===== config.mk =====
export PLATFORM = sky130hd
export DESIGN_NAME = keypad_scan
export DESIGN_NICKNAME = d
export VERILOG_FILES = /design/src/rtl/keypad_scan.sv
export SDC_FILE = /design/constraint.sdc
export NUM_CORES = 1
export LEC_CHECK = 0
export ABC_AREA = 1
export CAP_MARGIN = 20
export CORE_ASPECT_RATIO = 2
export CORE_UTILIZATION = 50
export DETAILED_ROUTE_END_ITERATION = 7
export PLACE_DENSITY = 0.68
export SLEW_MARGIN = 10
export SYNTH_ARGS = -nofsm -noshare
export SYNTH_HDL_FRONTEND = slang
export SYNTH_SLANG_ARGS = --single-unit

===== constraint.sdc =====
create_clock -name clk -period 2.8 [get_ports clk]
set_clock_uncertainty 0.1 [all_clocks]
set_input_delay 0.28 -clock clk [delete_from_list [all_inputs] [get_ports clk]]
set_output_delay 0.28 -clock clk [all_outputs]
set_load 0.01 [all_outputs]

===== src/rtl/keypad_scan.sv =====
// keypad_scan: 4x4 active-low matrix keypad scanner with press/release
// debounce and a valid/ack key handshake with sticky overrun.
// Optional auto-repeat while a key is held: define KEYPAD_AUTOREPEAT_EN.
module keypad_scan #(
    parameter int unsigned SCAN_DIV     = 50000,
    parameter int unsigned DEBOUNCE_CNT = 500000,
    parameter int unsigned REPEAT_DELAY = 25000000
) (
    input  logic       clk,
    input  logic       rst,
    input  logic [3:0] col_in,
    input  logic       key_ack,
    output logic [3:0] row_out,
    output logic [3:0] key_code,
    output logic       key_valid,
    output logic       overrun
);

    localparam int unsigned DIV_W = $clog2(SCAN_DIV);
    localparam int unsigned DB_W  = $clog2(DEBOUNCE_CNT + 1);
    localparam logic [DIV_W-1:0] DIV_LAST = DIV_W'(SCAN_DIV - 1);
    localparam logic [DB_W-1:0]  DB_LAST  = DB_W'(DEBOUNCE_CNT - 1);

    // Reject parameter values the counters cannot represent
    if (SCAN_DIV < 4) begin : g_bad_scan_div
        $error("keypad_scan: SCAN_DIV must be 4 or more");
    end
    if (DEBOUNCE_CNT < 1) begin : g_bad_debounce
        $error("keypad_scan: DEBOUNCE_CNT must be 1 or more");
    end
    if (REPEAT_DELAY < 1) begin : g_bad_repeat
        $error("keypad_scan: REPEAT_DELAY must be 1 or more");
    end

    typedef enum logic [1:0] {
        SCAN     = 2'd0,
        PRESS_DB = 2'd1,
        HELD     = 2'd2
    } state_t;

    state_t           state, state_nxt;
    logic [3:0]       col_meta, col_s;
    logic [1:0]       row_idx, row_idx_nxt;
    logic [1:0]       col_idx, col_idx_nxt;
    logic [DIV_W-1:0] div_cnt, div_cnt_nxt;
    logic [DB_W-1:0]  db_cnt, db_cnt_nxt;
    logic [3:0]       row_out_nxt, key_code_nxt;
    logic             key_valid_nxt, overrun_nxt;
    logic             commit_c, hit_c, key_up_c;
    logic [1:0]       hit_col_c;

`ifdef KEYPAD_AUTOREPEAT_EN
    localparam int unsigned REP_W = $clog2(REPEAT_DELAY + 1);
    localparam logic [REP_W-1:0] REP_LAST = REP_W'(REPEAT_DELAY - 1);
    logic [REP_W-1:0] rep_cnt, rep_cnt_nxt;
`endif

    // Two-flop synchronizer for the asynchronous column lines
    always_ff @(posedge clk or posedge rst) begin
        if (rst) begin
            col_meta <= 4'b1111;
            col_s    <= 4'b1111;
        end else begin
            col_meta <= col_in;
            col_s    <= col_meta;
        end
    end

    // Lowest-index pressed column on the driven row, and state of the watched column
    always_comb begin
        hit_col_c = 2'd0;
        for (int i = 3; i >= 0; i--) begin
            if (!col_s[i]) hit_col_c = 2'(i);
        end
        hit_c    = ~&col_s;
        key_up_c = col_s[col_idx];
    end

    // State and output registers
    always_ff @(posedge clk or posedge rst) begin
        if (rst) begin
            state     <= SCAN;
            row_idx   <= 2'd0;
            col_idx   <= 2'd0;
            div_cnt   <= '0;
            db_cnt    <= '0;
            row_out   <= 4'b1110;
            key_code  <= 4'd0;
            key_valid <= 1'b0;
            overrun   <= 1'b0;
        end else begin
            state     <= state_nxt;
            row_idx   <= row_idx_nxt;
            col_idx   <= col_idx_nxt;
            div_cnt   <= div_cnt_nxt;
            db_cnt    <= db_cnt_nxt;
            row_out   <= row_out_nxt;
            key_code  <= key_code_nxt;
            key_valid <= key_valid_nxt;
            overrun   <= overrun_nxt;
        end
    end

`ifdef KEYPAD_AUTOREPEAT_EN
    // Auto-repeat counter register
    always_ff @(posedge clk or posedge rst) begin
        if (rst) rep_cnt <= '0;
        else     rep_cnt <= rep_cnt_nxt;
    end
`endif

    // Next-state, counters and handshake outputs
    always_comb begin
        state_nxt     = state;
        row_idx_nxt   = row_idx;
        col_idx_nxt   = col_idx;
        div_cnt_nxt   = div_cnt;
        db_cnt_nxt    = db_cnt;
        commit_c      = 1'b0;
        key_code_nxt  = key_code;
        key_valid_nxt = key_valid;
        overrun_nxt   = overrun;
`ifdef KEYPAD_AUTOREPEAT_EN
        rep_cnt_nxt   = '0;
`endif

        case (state)
            SCAN: begin
                if (div_cnt == DIV_LAST) begin
                    div_cnt_nxt = '0;
                    if (hit_c) begin
                        col_idx_nxt = hit_col_c;
                        db_cnt_nxt  = '0;
                        state_nxt   = PRESS_DB;
                    end else begin
                        row_idx_nxt = row_idx + 2'd1;
                    end
                end else begin
                    div_cnt_nxt = div_cnt + DIV_W'(1);
                end
            end

            PRESS_DB: begin
                if (key_up_c) begin
                    // Bounce: abandon this key and move on to the next row
                    db_cnt_nxt  = '0;
                    div_cnt_nxt = '0;
                    row_idx_nxt = row_idx + 2'd1;
                    state_nxt   = SCAN;
                end else if (db_cnt == DB_LAST) begin
                    db_cnt_nxt = '0;
                    commit_c   = 1'b1;
                    state_nxt  = HELD;
                end else begin
                    db_cnt_nxt = db_cnt + DB_W'(1);
                end
            end

            HELD: begin
                if (!key_up_c) begin
                    db_cnt_nxt = '0;
`ifdef KEYPAD_AUTOREPEAT_EN
                    if (rep_cnt == REP_LAST) begin
                        commit_c    = 1'b1;
                        rep_cnt_nxt = '0;
                    end else begin
                        rep_cnt_nxt = rep_cnt + REP_W'(1);
                    end
`endif
                end else if (db_cnt == DB_LAST) begin
                    db_cnt_nxt  = '0;
                    div_cnt_nxt = '0;
                    row_idx_nxt = row_idx + 2'd1;
                    state_nxt   = SCAN;
                end else begin
                    db_cnt_nxt = db_cnt + DB_W'(1);
                end
            end

            default: begin
                state_nxt = SCAN;
            end
        endcase

        // A commit with ack in the same cycle replaces the code and clears overrun
        if (commit_c) begin
            if (!key_valid || key_ack) begin
                key_code_nxt  = {row_idx, col_idx};
                key_valid_nxt = 1'b1;
                overrun_nxt   = 1'b0;
            end else begin
                overrun_nxt = 1'b1;
            end
        end else if (key_valid && key_ack) begin
            key_valid_nxt = 1'b0;
            overrun_nxt   = 1'b0;
        end

        row_out_nxt = ~(4'b0001 << row_idx_nxt);
    end

endmodule


==> run_results.csv, run 1 <==
group,metric,value,unit
cts,cts_tree,"yes",
critical_path,cp.required,2.90,ns
detailed_routing,drt_iter0_markers,197,
sta,rsz0062_at_grt,"false",
critical_path,cp_num_buf_inv,1,
floorplanning,fp.dieW,59.1,um
min_path,min_path_cells,0,
finish,layout.cells.most_common,"nand2_1",
detailed_routing,firstDrtPassIters,5,
power,power.total,1.97,mW
yosys,synth_cell_types,34,
critical_path,slowest_stage,"mux2_2",
sta,setup_viol,0,
min_path,min_from,"col_meta[0]",
cts,path_clk_slew,0.05,ns
cts,ctsResizeCount,0,
yosys,avgSynthCellArea,7.72,um^2
yosys,syn-num-nets,436,
critical_path,start_kind,"flip-flop",
detailed_routing,drc_errors,0,
sta,hold_viol_final,0,
placed_design,gp_congestion,1.01,
floorplanning,core,6310,um^2
floorplanning,die_area,6880,um^2
yosys,async_flop_share,100,%
detailed_routing,wl_met3,423,um
critical_path,cpPeakStageDelay,0.41,ns
cts,post_cts_buffers,0,
critical_path,cp_max_fo,8,
detailed_routing,highest_layer,"met4",
critical_path,worstPathCellList,"ha_1 -> nand3_2 -> inv_2 -> nand3_1 -> nor2_4 -> nand3_1 -> mux2_2",
critical_path,r2r.worst_path.cells,7,
power,powerDensity,518,nW/um^2
cts,htreeDepth,3,
finish,area_growth,16.6,%
power,irDropWorstVdd,0.000481,V
critical_path,arrival,2.25,ns
global_routing,grt_first_pass_wirelength,13800,um
critical_path,r2r_start,"db_cnt[0]",
detailed_routing,wl_met2,4600,um
min_path,holdPathEnd,"col_s[0]",
floorplanning,dieHeight,116,um
cts,holdBufCountCts,0,
yosys,synth-warning-count,0,
critical_path,worstSetupPathType,"reg -> reg",
detailed_routing,ant_nets,0,
critical_path,startpoint,"db_cnt[0]",
finish,nets,461,
outcome,status,"completed",
sta,fin_tns_setup,0,ns
cts,clock-sinks,59,
floorplanning,pin_count,17,
detailed_routing,finalWirelength,8340,um
finish,n_antenna_cell,0,
sta,slew_headroom,51.0,%
job,drv_cap,0,
critical_path,crit_path_end_kind,"flip-flop",
detailed_routing,wl_per_cell,15.5,um
critical_path,critPathTopFamily,"simple AND/OR/NAND/NOR gates",
yosys,synth_area_leaders,"dfrtp_1 37%, nand2_1 11%, dfstp_2 8.9%",
detailed_routing,m1WireLength,2660,um
sta,period_share,76.6,%
detailed_routing,vias,2934,
cts,clkLatencyLatePin,0.33,ns
floorplanning,rows,41,
yosys,synth_top_flop_cell,"dfrtp_1",
critical_path,r2r_setup_slack,0.66,ns
yosys,syn_area,3260,um^2
min_path,min_path_type,"reg -> reg",
global_routing,grt_pass1_vias,2965,
placed_design,dpl.hpwl,6250,um
critical_path,r2r_end,"key_code[3]",
global_routing,overflow,0,
yosys,synthCells,423,
global_routing,grt_max_degree,60,
global_routing,grt_antenna_before_repair,0,
yosys,ys_seq_area_share,45.6,%
sta,min_period,2.14,ns
global_routing,track_usage,28.2,%
yosys,synth_edf_count,0,
yosys,synth_top_area_share,36.8,%
finish,layout_common_cells,"100 x nand2_1, 60 x nor2_1, 49 x inv_1, 48 x dfrtp_1, 32 x nand3_1",
cts,clock_path_buffers,2,
critical_path,path_common_cell,"nand3_1",
placed_design,portBuffers,16,
sta,drv_slew,0,
yosys,synth_area_leader_cell,"dfrtp_1",
cts,cts_buffers,9,
power,p_leak,1.76,nW
floorplanning,initial_utilization,51.7,%
cts,root_buffer,"clkbuf_16",
sta,max_freq,0.466,GHz
detailed_routing,routed_via_density,5.44,
sta,tightest_slew,0.735,ns
finish,drive_gt1_share,12.6,%
yosys,synth_seq_cells,59,
[worst reg2reg max path, stage by stage (launching register included)]
cell and delay (ns):
dfrtp_1 0.39, ha_1 0.23, nand3_2 0.17, inv_2 0.08, nand3_1 0.11, nor2_4 0.17, nand3_1 0.37, mux2_2 0.41
[synthesized netlist by cell type, drive strengths merged, types with 2 or more instances]
library cell  instances
buf                   3
o21ai                26
dfrtp                48
o31ai                 3
ha                    6
nor3                  9
nor2                 69
xnor2                 3
xor2                  8
nand2               108
inv                  57
a21oi                14
nand3                37
nand4                12
dfstp                11
a31oi                 2
[layer usage]
metal,GRT usage [%],vias up
met5,0,-
met4,22.5,0
met3,7.09,55
met2,51.3,126
met1,25.1,1342
li1,-,1411
[how the worst max path moves through the flow]
| stage | end | slack (ns) | depth (start not counted) |
|---|---|---|---|
| 6_report | key_code[3] | 0.66 | 7 |
| 5_1_grt | div_cnt[3] | 0.46 | 12 |
| 4_1_cts | div_cnt[3] | 0.65 | 12 |
| 3_5_place_dp | div_cnt[3] | 0.70 | 12 |
| 3_3_place_gp | div_cnt[3] | 0.74 | 12 |
| 2_1_floorplan | col_idx[0] | 0.98 | 1 |
[cell families (layout without fill, tap and decap cells)]
family,after synthesis,count (layout),synth area share (%)
and+or+nand+nor,238,238,33.3
buffers and inverters,61,91,7.47
adders and majority gates,6,6,2.30
DFF,59,59,45.6
muxes,1,1,0.345
AOI/OAI and AO/OA,47,47,7.97
xor gates and xnor gates,11,11,2.95
[state kept, by name, indices dropped and copies added (netlist names)]
signal,cells
state,2
col_s,4
key_valid,1
key_code,4
col_idx,2
row_out,4
overrun,1
row_idx,2
db_cnt,19
col_meta,4
div_cnt,16
[power by group]
group,switching (mW),internal [mW]
sequential,0.00349,0.866
combinational,0.0236,0.0127
clock,0.354,0.711
total,0.382,1.59
[final cells by class]
cell class	instances	area, um^2
fill	608	2500
multi-input combinational	303	1530
sequential	59	1490
clock buffer	14	254
inverter	58	223
timing repair buffer	17	168
tap	86	108
clock inverter	2	35.0
[through the flow]
stage / worst slack (ns) / instance area (um^2) / util [%] / hold WS (ns) / instances
floorplan: 0.982 / 3260 / - / 0.184 / 423
global placement: 0.737 / 3520 / 55.8 / 0.246 / 523
detailed placement: 0.698 / 3520 / 55.8 / 0.247 / 523
CTS: 0.655 / 3810 / 60.3 / 0.254 / 539
global route: 0.465 / 3810 / 60.3 / 0.256 / 539
finish: 0.656 / 3810 / 60.3 / 0.252 / 539
Power figures use the tool's default switching activity.
==> inputs of run 2 (changes only) <==
--- a/config.mk
+++ b/config.mk
@@ -10,7 +10,7 @@
 export CORE_ASPECT_RATIO = 2
 export CORE_UTILIZATION = 50
 export DETAILED_ROUTE_END_ITERATION = 7
-export PLACE_DENSITY = 0.68
+export PLACE_DENSITY = 0.71
 export SLEW_MARGIN = 10
 export SYNTH_ARGS = -nofsm -noshare
 export SYNTH_HDL_FRONTEND = slang
==> constraint.sdc (replaced) <==
create_clock -name clk -period 1.8 [get_ports clk]
set_clock_uncertainty 0.1 [all_clocks]
set_input_delay 0.18 -clock clk [delete_from_list [all_inputs] [get_ports clk]]
set_output_delay 0.18 -clock clk [all_outputs]
set_load 0.01 [all_outputs]
==> run_results.csv, run 2 (same netlist as run 1, synthesis figures left out) <==
group,metric,value,unit
critical_path,start_kind,"flip-flop",
detailed_routing,wl_met3,329,um
detailed_routing,ant_nets,0,
sta,min_period,1.85,ns
critical_path,arrival,2.01,ns
finish,multi_input_area,1860,um^2
global_routing,grt_first_pass_wirelength,14500,um
detailed_routing,highest_layer,"met4",
sta,drv_slew,0,
detailed_routing,drt_iter0_markers,197,
cts,root_buffer,"clkbuf_16",
critical_path,cp_max_fo,4,
detailed_routing,vias,3244,
sta,max_freq,0.542,GHz
sta,hold_viol_final,0,
cts,clock_path_buffers,2,
power,powerDensity,680,nW/um^2
placed_design,dpl_cell_area,4060,um^2
detailed_routing,wl_per_cell,15.4,um
global_routing,overflow,0,
critical_path,r2r.worst_path.cells,10,
finish,nets,542,
job,drv_cap,0,
sta,fin_tns_setup,-0.0881,ns
placed_design,portBuffers,16,
critical_path,r2r_start,"div_cnt[1]",
finish,final_util,77.2,%
finish,layout_common_cells,"88 x nand2_1, 67 x buf_4, 50 x nor2_1, 48 x dfrtp_1, 43 x inv_1",
min_path,min_path_type,"in -> async",
floorplanning,dieHeight,116,um
cts,holdBufCountCts,0,
finish,largest_reg_flops,19,
sta,worst_slack,-0.0452,ns
finish,top_register,"db_cnt",
finish,design_area,4870,um^2
sta,tightest_slew,0.365,ns
floorplanning,die_area,6880,um^2
finish,n_antenna_cell,0,
global_routing,grt_pass1_vias,3336,
critical_path,worstSetupPathType,"reg -> reg",
placed_design,dpl.hpwl,6700,um
detailed_routing,drc_errors,0,
sta,slew_headroom,75.7,%
detailed_routing,routed_via_density,5.23,
sta,rsz0062_at_grt,"true",
detailed_routing,finalWirelength,9550,um
outcome,status,"finished with violations",
finish,area_growth,49.2,%
finish,fill_cells,454,
power,irDropWorstVdd,0.000667,V
cts,path_clk_slew,0.05,ns
finish,drive_gt1_share,37.3,%
placed_design,gp_congestion,0.892,
floorplanning,rows,41,
finish,layout.cells.most_common,"nand2_1",
power,p_leak,2.25,nW
finish,top_regs,"db_cnt: 19 flops, div_cnt: 16 flops",
detailed_routing,firstDrtPassIters,4,
critical_path,cp.required,1.96,ns
cts,clkLatencyLatePin,0.34,ns
floorplanning,fp.dieW,59.1,um
floorplanning,pin_count,17,
detailed_routing,wl_met2,5490,um
floorplanning,initial_utilization,51.7,%
finish,seqCellArea,1490,um^2
detailed_routing,m1WireLength,3110,um
sta,period_share,103,%
critical_path,crit_path_end_kind,"flip-flop",
global_routing,track_usage,29.2,%
global_routing,grt_antenna_before_repair,0,
sta,setup_viol,2,
outcome,violations,"negative setup slack",
cts,clock-sinks,59,
cts,cts_buffers,9,
critical_path,r2r_setup_slack,-0.05,ns
floorplanning,core,6310,um^2
global_routing,grt_max_degree,60,
critical_path,r2r_end,"db_cnt[18]",
cts,cts_tree,"yes",
cts,htreeDepth,3,
run 2: worst max path at each step:
| stage | slack, ns | endpoint | from | depth (start not counted) |
|---|---|---|---|---|
| final | -0.05 | db_cnt[18] | div_cnt[1] | 10 |
| after global routing | -0.13 | db_cnt[17] | div_cnt[1] | 10 |
| after CTS | -0.007 | div_cnt[3] | db_cnt[1] | 12 |
| after detailed placement | -0.18 | db_cnt[8] | div_cnt[0] | 10 |
| after global placement | -0.13 | db_cnt[8] | div_cnt[0] | 10 |
| after floorplan | 0.08 | col_idx[0] | rst | 1 |
run 2: final cells by class:
class | instances | area share [%]
Clock buffer | 12 | 5.27
Clock inverter | 4 | 1.49
Inverter | 58 | 4.78
Multi-Input combinational cell | 304 | 38.3
Sequential cell | 59 | 30.6
Tap cell | 86 | 2.21
Timing Repair Buffer | 97 | 17.4
run 2: metrics by stage:
stage / hold slack [ns] / power (mW) / cells / setup slack [ns]
floorplan: 0.0845 / 1.40 / 423 / 0.0754
detailed placement: 0.249 / 1.44 / 592 / -0.178
finish: 0.117 / 3.31 / 620 / -0.0452
global placement: 0.246 / 1.44 / 592 / -0.125
CTS: 0.130 / 3.32 / 614 / -0.00714
global route: 0.153 / 3.39 / 620 / -0.130
run 2: routing by layer:
layer  up-vias  GRT usage, %
met3        39          5.87
met1      1542          25.2
met4         0          25.1
met5         -             0
met2        77          54.2
li1       1586             -
run 2: repair_timing:
| item | in CTS | in global routing |
|---|---|---|
| gates resized for setup | 27 | 76 |
| endpoints found under the hold margin | 0 | 0 |
| buffers inserted | 5 | 6 |
| cloned | 1 | 0 |
| pin swaps | 9 | 18 |
| setup endpoints to repair | 43 | 49 |
run 2: power breakdown:
group	switching [mW]	internal [mW]
clock network	0.603	1.28
registers	0.00554	1.35
logic	0.0434	0.0295
total	0.652	2.66
run 2: critical path, stage by stage (launching register included):
cell	delay, ns
dfrtp_1	0.39
ha_4	0.17
nand3_4	0.11
nor2_4	0.12
nand3_2	0.10
nand2_4	0.14
buf_4	0.13
nand3_2	0.09
nor2_1	0.16
nand3_1	0.11
a21oi_1	0.14
